===== config.mk =====
export PLATFORM = sky130hd
export DESIGN_NAME = result_bcd_converter
export DESIGN_NICKNAME = d
export VERILOG_FILES = /design/src/rtl/result_bcd_converter.sv
export SDC_FILE = /design/constraint.sdc
export NUM_CORES = 1
export LEC_CHECK = 0
export ABC_CLOCK_PERIOD_IN_PS = 2200
export BUFFER_PORTS_ARGS = -buffer_cell sky130_fd_sc_hd__buf_2
export CORE_MARGIN = 2
export CORE_UTILIZATION = 30
export CTS_BUF_LIST = sky130_fd_sc_hd__clkbuf_4
export DETAILED_ROUTE_END_ITERATION = 8
export SLEW_MARGIN = 0
export SYNTH_ARGS = -nofsm -noshare
export SYNTH_HDL_FRONTEND = slang
export SYNTH_SLANG_ARGS = --single-unit

===== constraint.sdc =====
create_clock -name clk -period 2.2 [get_ports clk]
set_input_delay 0.44 -clock clk [delete_from_list [all_inputs] [get_ports clk]]
set_output_delay 0.44 -clock clk [all_outputs]
set_load 0.005 [all_outputs]

===== src/rtl/result_bcd_converter.sv =====
// Sequential binary-to-BCD converter using shift-and-add-3, one input bit per clock.
// A start/busy/done handshake lets the top level re-convert whenever the result changes.
module result_bcd_converter #(
  parameter int WIDTH  = 8,
  parameter int DIGITS = 3
) (
  input  logic                  clk,
  input  logic                  resetn,
  input  logic                  start,
  input  logic [WIDTH-1:0]      bin_in,
  output logic                  busy,
  output logic                  done,
  output logic [4*DIGITS-1:0]   bcd_out,
  output logic                  overflow
);

  localparam int BW = 4 * DIGITS;
  localparam int CW = $clog2(WIDTH + 1);

  typedef enum logic [1:0] {S_IDLE, S_SHIFT, S_DONE} state_t;

  state_t          r_state;
  logic [WIDTH-1:0] r_shift;
  logic [BW-1:0]   r_scratch;
  logic            r_ovf;
  logic [CW-1:0]   r_count;
  logic [BW-1:0]   w_adj;

  // Each digit is corrected independently; no carry propagates between digits.
  always_comb begin
    w_adj = r_scratch;
    for (int d = 0; d < DIGITS; d++) begin
      if (r_scratch[4*d +: 4] >= 4'd5)
        w_adj[4*d +: 4] = r_scratch[4*d +: 4] + 4'd3;
    end
  end

  always_ff @(posedge clk) begin
    if (!resetn) begin
      r_state   <= S_IDLE;
      r_shift   <= '0;
      r_scratch <= '0;
      r_ovf     <= 1'b0;
      r_count   <= '0;
      done      <= 1'b0;
      bcd_out   <= '0;
      overflow  <= 1'b0;
    end else begin
      done <= 1'b0;
      case (r_state)
        S_IDLE: begin
          if (start) begin
            r_shift   <= bin_in;
            r_scratch <= '0;
            r_ovf     <= 1'b0;
            r_count   <= '0;
            r_state   <= S_SHIFT;
          end
        end
        S_SHIFT: begin
          {r_scratch, r_shift} <= {w_adj[BW-2:0], r_shift, 1'b0};
          r_ovf   <= r_ovf | w_adj[BW-1];
          r_count <= r_count + CW'(1);
          if (r_count == CW'(WIDTH - 1))
            r_state <= S_DONE;
        end
        S_DONE: begin
          bcd_out  <= r_scratch;
          overflow <= r_ovf;
          done     <= 1'b1;
          r_state  <= S_IDLE;
        end
        default: r_state <= S_IDLE;
      endcase
    end
  end

  assign busy = (r_state != S_IDLE);

endmodule


* Word-level counts from Yosys, hierarchy flattened
Index checks and enable logic that the tools add are counted.
** Storage, ports and cells
- Flip-flop bits (word level) :: 41
- Input bits :: 11
- Output and inout bits :: 15
- Logic and storage cells :: 41
** Cells by class
- $add $sub $neg :: 4
- Order comparisons :: 3
- Equal/unequal tests :: 5
- Muxes and demuxes :: 15
- Bitwise gates (word level) :: 1
- Reduce and logical (&&, ||, !) cells :: 5
** Operator list (count)
- 12-bit case mux with 2 select lines :: 1
- 4-bit two-way mux :: 4
- 8-bit case mux with 2 select lines :: 1
- 4-bit by 2-bit adder with 4-bit output (second input constant) :: 3
- 4-bit by 3-bit greater-or-equal comparator with 1-bit output (second input constant) :: 3
- 12-bit two-way mux :: 1
- 8-bit two-way mux :: 1
- 4-bit case mux with 2 select lines :: 1
- 4-bit by 1-bit adder with 4-bit output (second input constant) :: 1
- 4-bit by 3-bit equality test with 1-bit output (second input constant) :: 1
- 2-bit two-way mux :: 2
- 2-bit != test (second input constant) :: 2
- 2-bit case mux with 2 select lines :: 1
- 2-bit AND reduction :: 2
- 2-bit nonzero test :: 2
- 2-bit by 1-bit equality test with 1-bit output (second input constant) :: 1
- 2-bit equality test (second input constant) :: 1
- 2-bit zero test :: 1
- 1-bit two-way mux :: 2
- 1-bit case mux with 2 select lines :: 1
- 1-bit OR :: 1

* Logic depth before layout (Yosys ltp)
- Depth after elaboration :: 4
- Gate-level depth with buffers :: 6
- Gate-level depth less buffers :: 5

* Worst setup path after synthesis
Ideal clock, no wire load.
- Path type :: input-to-reg
- From :: input resetn
- To :: register r_scratch[1]
- Setup time :: 128 ps
- Arrival time :: 1159 ps
- Data required time :: 2072 ps
- Path slack :: 912 ps
- Stages :: 6
- Buffers on the path :: 3
- Cells stage by stage :: buf_2 and3b_1 buf_6 buf_8 o2111ai_1 o211ai_2
** RTL lines
- from (decl) :: line 8 : input logic resetn,
- to (signal assigned) :: line 61 : {r_scratch, r_shift} <= {w_adj[BW-2:0], r_shift, 1'b0};
- to (decl) :: line 24 : logic [BW-1:0] r_scratch;

* Worst setup path in the final report
- From :: register r_state[0]
- To :: output busy
** Between the ends
- Word-level cells in the longest chain between the ends :: 1
** RTL lines
- from (decl) :: line 22 : state_t r_state;
- from (signal assigned) :: line 40 : r_state <= S_IDLE;
- from (signal assigned) :: line 57 : r_state <= S_SHIFT;
- from (signal assigned) :: line 65 : r_state <= S_DONE;
- 2-bit nonzero test :: line 78 : assign busy = (r_state != S_IDLE);
- to (decl) :: line 11 : output logic busy,
Every way passes these cells.

==> results_dict.tcl <==
set metrics [dict create \
    final_antenna_net_count 0 \
    number_of_buffer_cells_added_on_primary_ports 25 \
    post_synth.cell_area_avg_sq_um 8.98 \
    totalNegativeSetupSlack_ns 0 \
    setup_repair_after_global_routing_missed_its_margin "false" \
    synth_top_cell_area_share 0.397 \
    place.gp.congestion 0.749 \
    asyncSetResetFlopFracSynth 0 \
    setup_viol 0 \
    die-width_um 87.0 \
    wl_um 3970 \
    timing.final.hold_violations 0 \
    post_cts_resized 0 \
    crit_chain "buf_4 -> nor2_2 -> inv_1 -> buf_2" \
    p_seq_frac 0.555 \
    synth_area_leaders "sky130_fd_sc_hd__dfxtp_1 40%, sky130_fd_sc_hd__nand2_1 6.0%, sky130_fd_sc_hd__a21boi_0 5.5%, sky130_fd_sc_hd__ha_1 4.2%, sky130_fd_sc_hd__o221a_2 3.8%" \
    synth_enable_flop_cells 0 \
    route.detailed.wl_per_inst_um 12.1 \
    area.growth.synth_to_final_pct 9.21 \
    design.die.area_sq_mm 0.00757 \
    first_pass_grt_wire_length_um 6840 \
    via_count 1619 \
    netSwitchingPower_uw 340 \
    power.switching_fraction 0.245 \
    p_per_area_mw_per_mm2 616 \
    clock-skew-final_ns 0.0230 \
    clock_tree_from_tritoncts "built" \
    via_count_of_the_first_global_routing_pass 1510 \
    worstSetupStartpointType "flip-flop" \
    clock_latency_ns 0.38 \
    i_o_pin_cnt 26 \
    cts-root-buf "sky130_fd_sc_hd__clkbuf_4" \
    critical_path.slowest_cell "sky130_fd_sc_hd__dfxtp_1" \
    achievable-frequency_ghz 0.559 \
    num_antenna_cells 0 \
    worstPathRequired_ns 1.76 \
    yosys.cell_types.count 44 \
    detailed_place_hpwl_um 2730 \
    drt_iter0_markers 61 \
    finalWorstSetupSlack_ns 0.412 \
    timing.hold.worst.start "bin_in[0]" \
    timing.final.max_slew_violations 0 \
    filler_cell_count 704 \
    synth_fp_nets 248 \
    static-leakage-power_nw 0.823 \
    pwr-share-clk 0.366 \
    timing.critical_path.arrival_ns 1.35 \
    grt.total_usage 0.113 \
    postSynth.topFlopCell "sky130_fd_sc_hd__dfxtp_1" \
    die_height_um 87.0 \
    post_drt_via_cell_ratio 4.94 \
    post_cts_buffers 0 \
    min_path_type "in -> reg" \
    run_status "finished clean" \
    timing.slew.headroom 0.620 \
    cts_htree_levels 2 \
    syn-instance-count 230 \
    timing.final.crit_share 0.813 \
    fin_crit_ns 1.79 \
    largest_net_degree_at_the_start_of_global_routing 43 \
    synth.yosys.warnings 0 \
    floorplan.initialDensity 0.307 \
    globalRoute.totalOverflow 0 \
    final_net_count 265 \
    clockBufferDepth 2 \
    clk_transition_reported_paths_ns 0.12 \
    row_count 30 \
    cts-buffers-inserted 5 \
    crit_path_max_incr_delay_ns 0.45 \
    dpl_worst_slack_ns 0.658 \
    worst_setup_path_end_kind "primary output" \
    drv.max_cap_violation_count 0 \
    power_report.internal_total_mw 1.05 \
    post_synth_instance_area_sq_mm 0.00207 \
    ratio_of_cells_with_drive_above_1_in_the_final_layout 0.202 \
    drtPass1Iterations 4 \
    cts_hold_buf 0 \
    worstSetupStartpoint "r_state[0]" \
    floorplan.core_area_sq_mm 0.00672 \
    tritoncts_num_sinks 41 \
    synth-seq-area-share 0.397 \
    postSynthRegisterBits 41 \
    antenna_found_initial 0 \
    vdd.ir_drop.worst_v 0.000215 \
    worstPathMaxFanout 22 \
    tightestPinTransition_ns 0.569 \
    synth_top_area_cell "sky130_fd_sc_hd__dfxtp_1" \
    combinationalPowerShare 0.080 \
    drc 0 \
    worst-setup-path-type "reg -> out" \
    reg_to_reg_startpoint "r_state[1]" \
]
-- state kept, by name (all words and copies together), names as in the netlist --
register,cells
done,1
r_scratch,12
r_state,2
r_ovf,1
r_count,4
overflow,1
r_shift,8
bcd_out,12
-- cell usage after synthesis (2+ instances only) --
library cell and n:
sky130_fd_sc_hd__mux2i_1 2, sky130_fd_sc_hd__nor2b_1 11, sky130_fd_sc_hd__o211ai_2 3, sky130_fd_sc_hd__a21boi_1 2, sky130_fd_sc_hd__o2111ai_1 6, sky130_fd_sc_hd__a32o_1 2
sky130_fd_sc_hd__xnor2_1 2, sky130_fd_sc_hd__buf_4 4, sky130_fd_sc_hd__nor3b_1 2, sky130_fd_sc_hd__ha_1 7, sky130_fd_sc_hd__nand3_1 13, sky130_fd_sc_hd__a21oi_1 8
sky130_fd_sc_hd__clkbuf_1 3, sky130_fd_sc_hd__nand2b_1 3, sky130_fd_sc_hd__nand2_1 33, sky130_fd_sc_hd__nor2_1 9, sky130_fd_sc_hd__o221a_2 7, sky130_fd_sc_hd__buf_2 3
sky130_fd_sc_hd__a21boi_0 15, sky130_fd_sc_hd__buf_6 4, sky130_fd_sc_hd__inv_1 14, sky130_fd_sc_hd__o211ai_1 3, sky130_fd_sc_hd__dfxtp_1 41, sky130_fd_sc_hd__o31ai_1 2
sky130_fd_sc_hd__o21a_1 3, sky130_fd_sc_hd__nor4b_1 3, sky130_fd_sc_hd__o21ai_0 8
-- per-stage QoR --
step                hold WS (ns)   util  instance area [sq um]  instances  power [mW]
global route               0.379  0.336                   2260        328        1.45
global placement           0.446  0.323                   2170        320       0.900
floorplan                  0.427      -                   2070        230       0.882
CTS                        0.360  0.336                   2260        328        1.41
finish                     0.386  0.336                   2260        328        1.39
detailed placement         0.454  0.323                   2170        320       0.901
-- routing by layer --
layer  vias to the layer above  global-route usage  share of wire
li1                        840                   -              -
met1                       751               0.142           0.50
met2                        21               0.188           0.45
met3                         7              0.0227          0.027
met4                         0              0.0469          0.021
met5                         -                   0              0
-- logic make-up after synthesis --
| group | after synthesis | synth area share |
|---|---|---|
| AND/OR/NAND/NOR | 83 | 0.205 |
| buffers and inverters | 31 | 0.0902 |
| multiplexers | 2 | 0.00969 |
| XOR/XNOR | 2 | 0.00848 |
| adder cells (fa/ha/maj) | 7 | 0.0424 |
| AO/OA/AOI/OAI | 64 | 0.247 |
| flip-flops | 41 | 0.397 |
-- worst paths after layout --
path                       end  slack, ns  cells after the start
setup / recovery          busy       0.41                      4
setup reg to reg  r_scratch[9]       0.63                      3
hold reg to reg    bcd_out[10]       0.47                      2
hold / removal      r_shift[0]       0.39                      3
-- layout by cell type, fill, tap and decap left out, types with 2 or more instances in the layout --
master	count
sky130_fd_sc_hd__xnor2_1	2
sky130_fd_sc_hd__o21ai_0	8
sky130_fd_sc_hd__mux2i_1	2
sky130_fd_sc_hd__o211ai_2	3
sky130_fd_sc_hd__o21a_1	3
sky130_fd_sc_hd__inv_1	14
sky130_fd_sc_hd__a21boi_1	2
sky130_fd_sc_hd__nor2_1	9
sky130_fd_sc_hd__nand3_1	13
sky130_fd_sc_hd__dfxtp_1	41
sky130_fd_sc_hd__o211ai_1	3
sky130_fd_sc_hd__nor2b_1	11
sky130_fd_sc_hd__a21oi_1	8
sky130_fd_sc_hd__nor3b_1	2
sky130_fd_sc_hd__nor4b_1	3
sky130_fd_sc_hd__nand2_1	33
sky130_fd_sc_hd__o221a_2	7
sky130_fd_sc_hd__o31ai_1	2
sky130_fd_sc_hd__a21boi_0	15
sky130_fd_sc_hd__nand2b_1	3
sky130_fd_sc_hd__o2111ai_1	6
sky130_fd_sc_hd__buf_4	2
sky130_fd_sc_hd__clkbuf_4	5
sky130_fd_sc_hd__a32o_1	2
sky130_fd_sc_hd__ha_1	7
sky130_fd_sc_hd__buf_2	25
-- critical path: cells and delay by family (launching register included) --
| kind | cells | cell delay [ns] |
|---|---|---|
| buf+inv | 3 | 0.46 |
| flops | 1 | 0.45 |
| simple gates | 1 | 0.09 |
-- area by class of cell --
class,instances,area [sq um],area share
tap,80,100,0.0444
multi-input combinational,158,1060,0.469
timing repair buffer,27,140,0.0621
sequential,41,821,0.364
inverter,14,52.6,0.0233
clock inverter,3,46.3,0.0205
clock buffer,5,37.5,0.0166
-- power by group through the flow --
stage	clock network [mW]	logic (mW)	registers, mW
after detailed placement	0	0.113	0.788
after CTS	0.525	0.113	0.771
after global routing	0.551	0.127	0.774
after floorplan	0	0.0994	0.783
final	0.508	0.111	0.771
after global placement	0	0.112	0.788
No activity file was read; power rests on OpenSTA's default activity.
